$ cat config.mk
export PLATFORM = sky130hd
export DESIGN_NAME = gcd_sched
export DESIGN_NICKNAME = d
export VERILOG_FILES = /design/src/rtl/gcd_sched.sv
export SDC_FILE = /design/constraint.sdc
export NUM_CORES = 1
export LEC_CHECK = 0
export BUFFER_PORTS_ARGS = -buffer_cell sky130_fd_sc_hd__buf_2
export CORE_AREA = 2 2 84 86
export DETAILED_ROUTE_END_ITERATION = 10
export DIE_AREA = 0 0 86 88
export PLACE_DENSITY_LB_ADDON = 0.25
export SYNTH_ARGS = -nofsm -noshare
export SYNTH_HDL_FRONTEND = slang
export SYNTH_SLANG_ARGS = --single-unit
$ cat constraint.sdc
create_clock -name clk -period 1.96 [get_ports clk]
set_clock_uncertainty 0.05 [all_clocks]
set_input_delay 0.294 -clock clk [delete_from_list [all_inputs] [get_ports clk]]
set_output_delay 0.294 -clock clk [all_outputs]
set_load 0.05 [all_outputs]
$ cat src/rtl/gcd_sched.sv
// Round-robin two-requester scheduler and sequencer for a subtractive GCD datapath.
// Optional iteration watchdog enabled by defining GCD_SCHED_WATCHDOG_EN.
module gcd_sched #(
    parameter int unsigned MAX_ITER = 65535
) (
    input  logic        clk,
    input  logic        rst_n,
    input  logic [1:0]  req_valid,
    input  logic [15:0] req_a0,
    input  logic [15:0] req_b0,
    input  logic [15:0] req_a1,
    input  logic [15:0] req_b1,
    output logic [1:0]  req_ready,
    output logic        rsp_valid,
    input  logic        rsp_ready,
    output logic [15:0] rsp_gcd,
    output logic        rsp_id,
    output logic        rsp_err,
    output logic [15:0] dp_data,
    output logic        lda,
    output logic        ldb,
    output logic        sel1,
    output logic        sel2,
    output logic        sel3,
    input  logic        lt,
    input  logic        gt,
    input  logic        eq,
    input  logic [15:0] dp_a
);

    typedef enum logic [2:0] {
        IDLE,
        LOAD_A,
        LOAD_B,
        CMP,
        RESP
    } state_t;

    if (MAX_ITER < 1 || MAX_ITER > 65535) begin : g_max_iter_range
        $error("gcd_sched: MAX_ITER must be within 1..65535");
    end

    state_t      state_q, state_d;
    logic        last_grant_q, last_grant_d;
    logic        id_q, id_d;
    logic [15:0] a_q, a_d;
    logic [15:0] b_q, b_d;
    logic [15:0] gcd_q, gcd_d;

    logic        grant;
    logic        accept;
    logic [15:0] op_a;
    logic [15:0] op_b;
    logic        wd_trip;

`ifdef GCD_SCHED_WATCHDOG_EN
    localparam logic [15:0] ITER_LIMIT = 16'(MAX_ITER);

    logic [15:0] cnt_q, cnt_d;
    logic        err_q, err_d;

    assign wd_trip = (cnt_q == ITER_LIMIT) && !eq;
    assign rsp_err = err_q;
`else
    assign wd_trip = 1'b0;
    assign rsp_err = 1'b0;
`endif

    // When both requesters are valid the one not served last time wins.
    assign grant  = (&req_valid) ? ~last_grant_q : req_valid[1];
    assign accept = (state_q == IDLE) && (|req_valid);
    assign op_a   = grant ? req_a1 : req_a0;
    assign op_b   = grant ? req_b1 : req_b0;

    assign rsp_gcd = gcd_q;
    assign rsp_id  = id_q;

    always_ff @(posedge clk or negedge rst_n) begin
        if (!rst_n) begin
            state_q      <= IDLE;
            last_grant_q <= 1'b1;
            id_q         <= 1'b0;
            a_q          <= '0;
            b_q          <= '0;
            gcd_q        <= '0;
`ifdef GCD_SCHED_WATCHDOG_EN
            cnt_q        <= '0;
            err_q        <= 1'b0;
`endif
        end else begin
            state_q      <= state_d;
            last_grant_q <= last_grant_d;
            id_q         <= id_d;
            a_q          <= a_d;
            b_q          <= b_d;
            gcd_q        <= gcd_d;
`ifdef GCD_SCHED_WATCHDOG_EN
            cnt_q        <= cnt_d;
            err_q        <= err_d;
`endif
        end
    end

    always_comb begin
        state_d      = state_q;
        last_grant_d = last_grant_q;
        id_d         = id_q;
        a_d          = a_q;
        b_d          = b_q;
        gcd_d        = gcd_q;
`ifdef GCD_SCHED_WATCHDOG_EN
        cnt_d        = cnt_q;
        err_d        = err_q;
`endif
        case (state_q)
            IDLE: begin
                if (accept) begin
                    a_d          = op_a;
                    b_d          = op_b;
                    id_d         = grant;
                    last_grant_d = grant;
                    // A zero operand never reaches the datapath: gcd(x,0)=x.
                    if (op_a == '0 || op_b == '0) begin
                        gcd_d   = op_a | op_b;
`ifdef GCD_SCHED_WATCHDOG_EN
                        err_d   = 1'b0;
`endif
                        state_d = RESP;
                    end else begin
                        state_d = LOAD_A;
                    end
                end
            end
            LOAD_A: state_d = LOAD_B;
            LOAD_B: begin
`ifdef GCD_SCHED_WATCHDOG_EN
                cnt_d   = '0;
`endif
                state_d = CMP;
            end
            CMP: begin
                if (wd_trip) begin
                    gcd_d   = '0;
`ifdef GCD_SCHED_WATCHDOG_EN
                    err_d   = 1'b1;
`endif
                    state_d = RESP;
                end else if (eq) begin
                    gcd_d   = dp_a;
`ifdef GCD_SCHED_WATCHDOG_EN
                    err_d   = 1'b0;
`endif
                    state_d = RESP;
                end else if (gt || lt) begin
`ifdef GCD_SCHED_WATCHDOG_EN
                    cnt_d = cnt_q + 16'd1;
`endif
                end
            end
            RESP: begin
                if (rsp_ready) state_d = IDLE;
            end
            default: state_d = IDLE;
        endcase
    end

    always_comb begin
        req_ready = '0;
        rsp_valid = 1'b0;
        dp_data   = '0;
        lda       = 1'b0;
        ldb       = 1'b0;
        sel1      = 1'b0;
        sel2      = 1'b0;
        sel3      = 1'b0;
        case (state_q)
            IDLE: begin
                if (accept && rst_n) req_ready[grant] = 1'b1;
            end
            LOAD_A: begin
                sel1    = 1'b1;
                dp_data = a_q;
                lda     = 1'b1;
            end
            LOAD_B: begin
                sel1    = 1'b1;
                dp_data = b_q;
                ldb     = 1'b1;
            end
            CMP: begin
                if (!wd_trip && !eq) begin
                    if (gt) begin
                        sel2 = 1'b1;
                        lda  = 1'b1;
                    end else if (lt) begin
                        sel3 = 1'b1;
                        ldb  = 1'b1;
                    end
                end
            end
            RESP: rsp_valid = 1'b1;
            default: ;
        endcase
    end

endmodule

* Word-level counts from Yosys, hierarchy flattened *
Index checks and enable logic that the tools add are counted.

storage, ports and cells
  flip-flop bits (word level) = 53

cells by class
  magnitude comparators = 2
  equal/unequal tests = 8
  multiplexer cells = 28
  bitwise gates (word level) = 2
  reduce and logical (&&, ||, !) cells = 14

operators by type and width
  kind                                                                     count
  16-bit 2-to-1 mux                                                        5
  16-bit case mux with 2 select lines                                      2
  16-bit logical NOT                                                       2
  16-bit OR                                                                1
  3-bit case mux with 5 select lines                                       1
  3-bit 2-to-1 mux                                                         4
  1-bit 2-to-1 mux                                                         11
  3-bit by 2-bit equality test with 1-bit output, second input constant    2
  2-bit inequality test, second input constant                             3
  2-bit 2-to-1 mux                                                         2
  1-bit case mux with 2 select lines                                       2
  2-bit AND reduction                                                      2
  4-bit AND reduction                                                      1
  2-bit OR reduction                                                       2
  3-bit by 1-bit equality test with 1-bit output, second input constant    1
  3-bit equality test, second input constant                               1
  1-bit logical AND                                                        3
  3-bit logical NOT                                                        1
  3-bit AND reduction                                                      1
  1-bit by 2-bit < comparator with 1-bit output, second input constant     1
  2-bit by 1-bit inequality test with 1-bit output, second input constant  1
  2-bit nonzero test                                                       1
  1-bit demux with 1-bit select                                            1
  1-bit greater-or-equal comparator, second input constant                 1
  2 further kinds                                                          2

* Logic depth before layout (Yosys ltp) *
Gate-level depths: netlist (run 1).

  depth after elaboration = 8
  gate-level depth with buffers = 7
  mapped depth without buffers = 5

* Least setup slack after synthesis (run 1) *
Ideal clock, no wire load.

  path kind = reg2out
  start = register state_q[2]
  end = output lda
  arrival = 2.289 ns
  required time = 1.616 ns
  setup slack = -0.673 ns
  cell stages (with the launch flop) = 5
  path through = dfrtp_1 -> buf_2 -> nand3b_1 -> nor3_1 -> or2_2

between the ends
  cells in the longest elaborated chain, start to end = 2
  elaborated cells on any way between the ends = 3

ends and longest elaborated chain
  item                                                                                                              line  source
  from (decl)                                                                                                       43    state_t state_q, state_d;
  from (signal assigned)                                                                                            91    state_q <= state_d;
  3-bit by 2-bit equality test with 1-bit output or 3-bit by 1-bit equality test with 1-bit output (tied branches)  176   case (state_q)
  1-bit case mux with 2 select lines (*)                                                                            176
  to (decl)                                                                                                         20    output logic lda,

Mark *: on every way between the ends. The rest lies on a longest branch, timed or not.

* Worst setup path in the final report (run 1) *
  start = register state_q[2]
  end = output ldb

between the ends
  cells in the longest elaborated chain, start to end = 2
  elaborated cells on any way between the ends = 3

ends and longest elaborated chain
  item                                            line  source
  3-bit by 2-bit equality test with 1-bit output  176
  1-bit case mux with 2 select lines (*)          176
  to (decl)                                       21    output logic ldb,

Marked as above.

==> results of run 1 <==
## synth_stat cells
master	number
a21boi_2	1
a21o_1	2
a21oi_1	2
a21oi_4	1
a221o_1	16
a22o_1	16
a31oi_1	33
and2b_1	1
and3_1	4
buf_2	12
buf_4	3
buf_6	2
clkbuf_1	7
conb_1	1
dfrtp_1	52
dfstp_2	1
inv_1	21
nand2_1	88
nand2b_1	1
nand3_1	2
nand3b_1	1
nand4_1	4
nor2_1	52
nor2_2	1
nor3_1	2
nor3_2	1
nor3b_2	1
nor4_1	16
o21ai_0	2
o21ai_1	1
o221ai_1	16
o22ai_1	1
o22ai_2	1
or2_2	19
or3_1	1
## state kept, by name, summed over array words and instances, names as in the netlist
signal,cells
a_q,16
b_q,16
last_grant_q,1
rsp_gcd,16
rsp_id,1
state_q,3
## path summary, 6_finish.rpt
path / end / from / cells after the start / slack (ns)
max: ldb / state_q[2] / 5 / -0.03
min: state_q[2] / rsp_ready / 2 / 0.13
max reg2reg: rsp_gcd[4] / state_q[2] / 6 / 0.05
min reg2reg: rsp_gcd[8] / rsp_gcd[8] / 1 / 0.50
max in group asynchronous: last_grant_q / rst_n / 3 / 0.93
min in group asynchronous: a_q[6] / rst_n / 3 / 0.45
## cell usage in the layout, fill, tap and decap left out, drive strengths merged, types with 3 or more instances in the layout
cell type  instances
nand2             88
and3               4
a221o             16
clkbuf             6
nor2              53
inv               21
nor3               3
or2               19
dfrtp             52
a21oi              3
nand4              4
o21ai              3
o221ai            16
a31oi             33
nor4              16
buf              154
a22o              16
## layout make-up
| cell class | instances | area [sq um] |
|---|---|---|
| timing repair buffer | 156 | 1080 |
| fill | 592 | 2230 |
| clock buffer | 6 | 82.6 |
| tap | 80 | 100 |
| multi-input combinational | 287 | 1700 |
| clock inverter | 2 | 37.5 |
| inverter | 21 | 78.8 |
| sequential | 53 | 1330 |
## metrics by stage
stage	worst slack [ns]	setup TNS [ns]	cell area (sq um)	utilization [%]	total power [W]
global placement	-0.142	-2.24	3940	59.3	0.00639
detailed placement	-0.190	-2.88	3940	59.3	0.00647
global route	-0.101	-0.863	4410	66.4	0.00866
CTS	-0.00733	-0.00825	4260	64.1	0.00773
floorplan	0.00777	0	3170	-	0.00536
finish	-0.0258	-0.0801	4410	66.4	0.00819
## power groups by stage
| stage | sequential (W) | clock [W] | combinational [W] |
|---|---|---|---|
| after global routing | 0.00203 | 0.000846 | 0.00578 |
| after global placement | 0.00193 | 0 | 0.00446 |
| after floorplan | 0.00223 | 0 | 0.00314 |
| after CTS | 0.00194 | 0.000801 | 0.00499 |
| after detailed placement | 0.00194 | 0 | 0.00452 |
| final | 0.00197 | 0.000792 | 0.00543 |
## critical path: stages (launching register included)
cell and delay, ns:
dfrtp_2 0.48, nand3b_1 0.26, nor2_2 0.15, and3_4 0.19
or2_4 0.11, buf_8 0.13
## repair_timing
item / 4_1_cts / 5_1_grt
endpoints found under the hold margin: 14 / 0
gates cloned: 2 / 1
hold buffers: 1 / 0
setup endpoints to repair: 25 / 39
buffers inserted: 5 / 3
gates resized for setup: 39 / 37
pin swaps: 3 / 4
## routing by layer
| layer | vias to the layer above | global-route usage [%] | wire length (um) |
|---|---|---|---|
| met5 | - | 0 | 0 |
| met4 | 0 | 6.64 | 115 |
| met3 | 11 | 6.03 | 848 |
| met2 | 174 | 45.1 | 5240 |
| met1 | 1684 | 44.1 | 5040 |
| li1 | 1659 | - | - |
## logic make-up after synthesis
logic type	synth area share [%]
other	0.119
AO/OA/AOI/OAI	23.3
flip-flops	42.2
AND/OR/NAND/NOR	27.7
buffers and inverters	6.68
==> flow_summary_export.csv, run 1 <==
group,metric,value,unit
timing,hold_viol_final,0,
yosys,ys_ff_latch,53,
clock_tree,numCtsBuffers,5,
power,pwr-share-seq,24.0,%
global_route,grt_usage,29.7,%
global_route,grt_pass1_wl,17.3,mm
critical_path,crit_type,"register to output port",
timing,max_freq,504,MHz
floorplan,fp.dieW,86,um
power,peakVddDrop,722,uV
place,gp_congestion,0.895,
power,power_frac_comb,66.3,%
clock_tree,path_clk_slew,0.09,ns
timing,min_period,1.99,ns
yosys,syn-instance-count,385,
clock_tree,clock-sinks,53,
yosys,ys_seq_area_share,42.2,%
route,first_pass_iters,5,
floorplan,rows,30,
route,wl_per_cell,18.6,um
clock_tree,cts_root_buffer,"clkbuf_8",
global_route,grt_overflow_total,0,
global_route,antenna_found_initial,0,
finish,drive_gt1_share,40.2,%
floorplan,core-area,6640,sq um
run_status,violations,"setup timing",
route,wl,11.2,mm
yosys,synth_top_area_cell,"dfrtp_1",
timing,finalSetupViolations,5,
timing,finalWorstSetupSlack,-0.0258,ns
global_route,grt_pass1_vias,3327,
critical_path,crit_required,1.62,ns
power,p_sw,0.00398,W
finish,fin_nets,612,
timing,worstMarginPinSlew,0.539,ns
yosys,syn_area_per_cell,8.17,sq um
yosys,netlist_area,3150,sq um
yosys,ys_warn_count,0,
clock_tree,clock_path_buffers,2,
run,cap_violations,0,
hold_path,min_path_type,"input pin to register",
timing,fin_crit_sh,101,%
critical_path,crit_fanout,6,
power,leakagePower,2.10,nW
place,port_buffers,128,
route,drtAntennaViolNets,0,
yosys,syn_nets,473,
power,p_per_area,1860,nW/um^2
clock_tree,cts_tree,"done",
timing,slew_viol_final,0,
place,dpl.hpwl,8.19,mm
clock_tree,htreeDepth,2,
yosys,yosysTopAreaCellShare,41.4,%
critical_path,worst_setup_path_start_kind,"register",
power,p_clk_share,9.7,%
yosys,synthTopCellsByArea,"dfrtp_1, nand2_1, a31oi_1",
floorplan,die_area,7570,sq um
finish,diodes,0,
finish,area_growth,40.3,%
place,dp_cells,585,
finish,instances_no_fill,605,
power,internal-power,0.00421,W
critical_path,critPathCaptureType,"output port",
yosys,synth.distinct_cells,35,
floorplan,num_io_pins,130,
timing,fin_hold_ws,0.133,ns
global_route,grt_max_degree,40,
route,vias_per_cell,5.83,
timing,slew_headroom,64.1,%
floorplan,initial_core_util,47.3,%
route,drcViolationCount,0,
route,first_iter_violations,290,
clock_tree,insertion_delay,0.31,ns
critical_path,crit_arrival,1.64,ns
route,vias,3528,
timing,rsz0062_at_grt,"true",
floorplan,die_height,88,um
run_status,status,"finished with violations",
power,switching_share,48.6,%
Power figures use the tool's default switching activity.
==> run 2: changes to the inputs <==
--- a/config.mk
+++ b/config.mk
@@ -9,7 +9,7 @@
 export CORE_AREA = 2 2 84 86
 export DETAILED_ROUTE_END_ITERATION = 10
 export DIE_AREA = 0 0 86 88
-export PLACE_DENSITY_LB_ADDON = 0.25
+export PLACE_DENSITY = 0.79
 export SYNTH_ARGS = -nofsm -noshare
 export SYNTH_HDL_FRONTEND = slang
 export SYNTH_SLANG_ARGS = --single-unit
==> flow_summary_export.csv, run 2 (synthesis results as in run 1) <==
group,metric,value,unit
route,vias,3506,
power,p_per_area,1870,nW/um^2
clock_tree,insertion_delay,0.31,ns
finish,fin_nets,609,
finish,final_common_cell,"buf_2",
run_status,status,"finished with violations",
critical_path,reg2reg_from,"state_q[0]",
route,wl,10.8,mm
finish,area_growth,36.8,%
clock_tree,numCtsBuffers,5,
clock_tree,cts_root_buffer,"clkbuf_8",
critical_path,crit_required,1.62,ns
finish,layout.cells.most_common_list,"buf_2, nand2_1, nor2_1",
timing,finalWorstSetupSlack,-0.0190,ns
floorplan,num_io_pins,130,
critical_path,crit_arrival,1.63,ns
floorplan,die_height,88,um
critical_path,cp-startpoint,"state_q[2]",
timing,rsz0062_at_grt,"true",
route,drt-met1-wl,4.79,mm
critical_path,cp_cell_sequence,"nand3b_1 > nor2_1 > and3_4 > or2_4 > buf_8",
finish,drive_gt1_share,39.1,%
floorplan,core-area,6640,sq um
global_route,grt_overflow_total,0,
clock_tree,clock_path_buffers,2,
floorplan,die_area,7570,sq um
global_route,grt_pass1_vias,3113,
route,first_pass_iters,7,
run_status,violations,"setup timing",
route,vias_per_cell,5.82,
clock_tree,cts_tree,"done",
clock_tree,htreeDepth,2,
global_route,grt_usage,28.6,%
critical_path,cp_slowest_cell,"dfrtp_2",
place,dpl.hpwl,8.27,mm
critical_path,crit_fanout,5,
route,wl_met3,920,um
timing,finalSetupViolations,2,
hold_path,hold_path_startpoint,"rsp_ready",
route,drcViolationCount,0,
timing,max_freq,505,MHz
timing,worstMarginPinSlew,0.550,ns
place,dp_cells,585,
critical_path,critPathMaxStageDelay,0.48,ns
route,drtAntennaViolNets,0,
floorplan,fp.dieW,86,um
clock_tree,path_clk_slew,0.09,ns
critical_path,crit_type,"register to output port",
finish,instances_no_fill,602,
global_route,antenna_found_initial,0,
floorplan,initial_core_util,47.3,%
timing,hold_viol_final,0,
clock_tree,clock-sinks,53,
floorplan,rows,30,
timing,min_period,1.98,ns
finish,diodes,0,
timing,slew_headroom,63.0,%
place,port_buffers,128,
route,wl_met2,4.82,mm
hold_path,min_path_type,"input pin to register",
global_route,grt_pass1_wl,16.4,mm
global_route,grt_max_degree,33,
route,first_iter_violations,378,
run,cap_violations,0,
finish,nFillCells,571,
timing,timing.setup.tns,-0.0318,ns
route,top_layer,"met4",
timing,fin_crit_sh,101,%
power,peakVddDrop,743,uV
power,leakagePower,2.06,nW
route,wl_per_cell,17.9,um
critical_path,worst_setup_path_start_kind,"register",
place,gp_congestion,1.03,
critical_path,critPathCaptureType,"output port",
timing,slew_viol_final,0,
## run 2: changes by cell type in the layout (fill, tap and decap cells not counted), sizes merged
cell and delta:
clkinv +1, bufbuf -1, buf -2, clkinvlp -1
## run 2: path summary, 6_finish.rpt
check / to / slack (ns) / cells past startpoint
setup / recovery: ldb / -0.02 / 5
hold / removal: state_q[2] / 0.14 / 2
setup reg to reg: rsp_gcd[4] / 0.19 / 7
hold reg to reg: rsp_id / 0.49 / 2
max in group asynchronous: state_q[2] / 0.94 / 3
min in group asynchronous: b_q[15] / 0.30 / 2
## run 2: area by class of cell
class                           instances  area, sq um  share of cell area, %
Timing Repair Buffer                  153         1000                   23.3
Multi-Input combinational cell        287         1680                   39.1
Clock inverter                          2         35.0                  0.814
Inverter                               21         78.8                   1.83
Tap cell                               80          100                   2.33
Clock buffer                            6         72.6                   1.69
Sequential cell                        53         1330                   30.9
## run 2: timing repair
item,CTS,global route
resized for setup,30,34
pin swaps,1,2
setup endpoints to repair,22,38
setup buffers,3,3
hold endpoints to repair,5,0
hold buffers,1,0
gates cloned,0,2
## run 2: metal layers
metal / up-vias / track usage (%)
met5: - / 0
met4: 0 / 9.38
met3: 28 / 3.58
met2: 203 / 42.3
met1: 1629 / 43.5
li1: 1646 / -
## run 2: worst max-delay path: cells and delay by family, from the launching register on
family,cells,cell delay (ns)
and+or+nand+nor,4,0.70
DFF,1,0.48
buffers and inverters,1,0.13
## run 2: metrics by stage
stage | power, W | utilization, % | area [sq um] | setup WS, ns | hold slack (ns)
2_1_floorplan | 0.00536 | - | 3170 | 0.00777 | -0.0516
3_3_place_gp | 0.00640 | 59.1 | 3930 | -0.0726 | 0.100
3_5_place_dp | 0.00650 | 59.1 | 3930 | -0.140 | 0.104
4_1_cts | 0.00757 | 62.5 | 4150 | -0.0317 | 0.136
5_1_grt | 0.00847 | 64.8 | 4300 | -0.0803 | 0.142
6_report | 0.00803 | 64.8 | 4300 | -0.0190 | 0.139
## run 2: report_power, final
| group | switching [W] | internal, W | total [W] |
|---|---|---|---|
| clock network | 0.000357 | 0.000380 | 0.000737 |
| registers | 0.000359 | 0.00161 | 0.00197 |
| logic | 0.00322 | 0.00211 | 0.00533 |
| total | 0.00394 | 0.00409 | 0.00803 |
==> run 3: changes to the inputs <==
--- a/config.mk
+++ b/config.mk
@@ -6,10 +6,10 @@
 export NUM_CORES = 1
 export LEC_CHECK = 0
 export BUFFER_PORTS_ARGS = -buffer_cell sky130_fd_sc_hd__buf_2
-export CORE_AREA = 2 2 84 86
+export CORE_AREA = 2 2 85 87
 export DETAILED_ROUTE_END_ITERATION = 10
-export DIE_AREA = 0 0 86 88
-export PLACE_DENSITY = 0.79
+export DIE_AREA = 0 0 87 89
+export PLACE_DENSITY = 0.77
 export SYNTH_ARGS = -nofsm -noshare
 export SYNTH_HDL_FRONTEND = slang
 export SYNTH_SLANG_ARGS = --single-unit
==> flow_summary_export.csv, run 3 (synthesis results as in run 1) <==
group,metric,value,unit
finish,fin_nets,608,
global_route,grt_max_degree,38,
global_route,grt_overflow_total,0,
critical_path,crit_required,1.62,ns
finish,final_common_cell,"buf_2",
floorplan,die_area,7740,sq um
critical_path,worst_setup_path_start_kind,"register",
floorplan,die_height,89,um
run_status,violations,"setup timing",
power,power,0.00786,W
timing,finalWorstSetupSlack,-0.00867,ns
clock_tree,path_clk_slew,0.09,ns
clock_tree,clock_path_buffers,2,
power,p_sw,0.00391,W
route,first_pass_iters,5,
critical_path,crit_type,"register to output port",
finish,diodes,0,
clock_tree,htreeDepth,2,
critical_path,critPathCaptureType,"output port",
global_route,grt_pass1_vias,3307,
power,p_per_area,1820,nW/um^2
timing,min_period,1.97,ns
critical_path,crit_fanout,6,
place,placed_cell_area,3950,sq um
critical_path,cp_slowest_cell,"dfrtp_2",
finish,nFillCells,596,
timing,fin_crit_sh,100,%
run,cap_violations,0,
global_route,antenna_found_initial,0,
place,port_buffers,128,
route,wl,11.3,mm
timing,rsz0062_at_grt,"true",
clock_tree,clock-sinks,53,
power,leakagePower,2.07,nW
floorplan,initial_core_util,46.8,%
finish,drive_gt1_share,39.5,%
timing,slew_headroom,64.5,%
hold_path,min_path_type,"input pin to register",
finish,final_area,4310,sq um
timing,hold_viol_final,0,
place,dpl.hpwl,8.36,mm
route,vias_per_cell,5.89,
critical_path,critPathMaxStageDelay,0.48,ns
timing,worstMarginPinSlew,0.532,ns
power,p_clk_share,8.6,%
floorplan,rows,30,
global_route,grt_usage,29.5,%
hold_path,holdPathStages,2,
timing,max_freq,508,MHz
route,vias,3542,
route,drcViolationCount,0,
power,pwr-share-seq,25.0,%
critical_path,reg2reg_depth,5,
route,drtAntennaViolNets,0,
finish,layout.cells.most_common_list,"buf_2, nand2_1, nor2_1",
power,switching_share,49.7,%
critical_path,cp_cell_sequence,"nor3_2 > and2b_2 > and3_1 > buf_6",
route,wl_per_cell,18.8,um
route,first_iter_violations,351,
floorplan,core-area,6720,sq um
critical_path,crit_arrival,1.62,ns
clock_tree,cts_root_buffer,"clkbuf_8",
run_status,status,"finished with violations",
clock_tree,cts_tree,"done",
place,gp_congestion,0.959,
clock_tree,numCtsBuffers,5,
timing,slew_viol_final,0,
floorplan,num_io_pins,130,
power,internal-power,0.00395,W
power,power_frac_comb,66.4,%
timing,finalSetupViolations,3,
finish,area_growth,37.1,%
global_route,grt_pass1_wl,17.4,mm
power,peakVddDrop,513,uV
floorplan,fp.dieW,87,um
clock_tree,insertion_delay,0.31,ns
timing,timing.setup.tns,-0.0153,ns
-- run 3: routing by layer --
layer  global-route usage (%)  routed length, um  vias up
met1                     43.5               5050     1676
met3                     5.26                852       26
met4                     8.95                278        0
met5                        0                  0        -
met2                     44.6               5120      196
li1                         -                  -     1644
-- run 3: path summary, 6_finish.rpt --
kind	start	end	slack, ns
setup / recovery	state_q[1]	req_ready[0]	-0.009
hold / removal	rsp_ready	state_q[2]	0.15
setup reg to reg	state_q[2]	rsp_gcd[13]	0.20
hold reg to reg	rsp_gcd[0]	rsp_gcd[0]	0.49
max in group asynchronous	rst_n	b_q[11]	0.88
min in group asynchronous	rst_n	state_q[2]	0.53
-- run 3: repair_timing --
| item | CTS | global route |
|---|---|---|
| setup buffers | 3 | 0 |
| hold buffers | 1 | 0 |
| gates cloned | 1 | 1 |
| endpoints found under the setup margin | 39 | 40 |
| pin swaps | 1 | 1 |
| resized for setup | 38 | 26 |
| hold endpoints to repair | 15 | 0 |
-- run 3: area by class of cell --
cell class | instances | area (sq um) | area share [%]
clock inverters | 1 | 5.00 | 0.116
clock buffers | 7 | 96.3 | 2.23
flip-flops and latches | 53 | 1330 | 30.9
well taps | 80 | 100 | 2.32
inverters | 21 | 78.8 | 1.83
repair buffers | 152 | 1030 | 23.8
multi-input cells | 287 | 1670 | 38.8
-- run 3: power by group through the flow --
stage / clock network [W] / registers (W) / logic (W)
6_report: 0.000674 / 0.00197 / 0.00522
5_1_grt: 0.000716 / 0.00203 / 0.00555
4_1_cts: 0.000679 / 0.00195 / 0.00500
3_5_place_dp: 0 / 0.00197 / 0.00455
3_3_place_gp: 0 / 0.00194 / 0.00446
2_1_floorplan: 0 / 0.00223 / 0.00314
-- run 3: worst max-delay path: cells and delay by family (launching register included) --
kind                   cells  cell delay (ns)
AND/OR/NAND/NOR            3             0.66
flip-flops                 1             0.48
buffers and inverters      1             0.17
-- run 3: stage by stage --
step / cells / hold WS, ns / utilization [%] / setup WS, ns
3_3_place_gp: 587 / 0.290 / 58.8 / -0.109
5_1_grt: 601 / 0.158 / 64.2 / -0.0687
4_1_cts: 600 / 0.144 / 63.0 / -0.0174
3_5_place_dp: 587 / 0.290 / 58.8 / -0.124
2_1_floorplan: 385 / -0.0516 / - / 0.00777
6_report: 601 / 0.152 / 64.2 / -0.00867
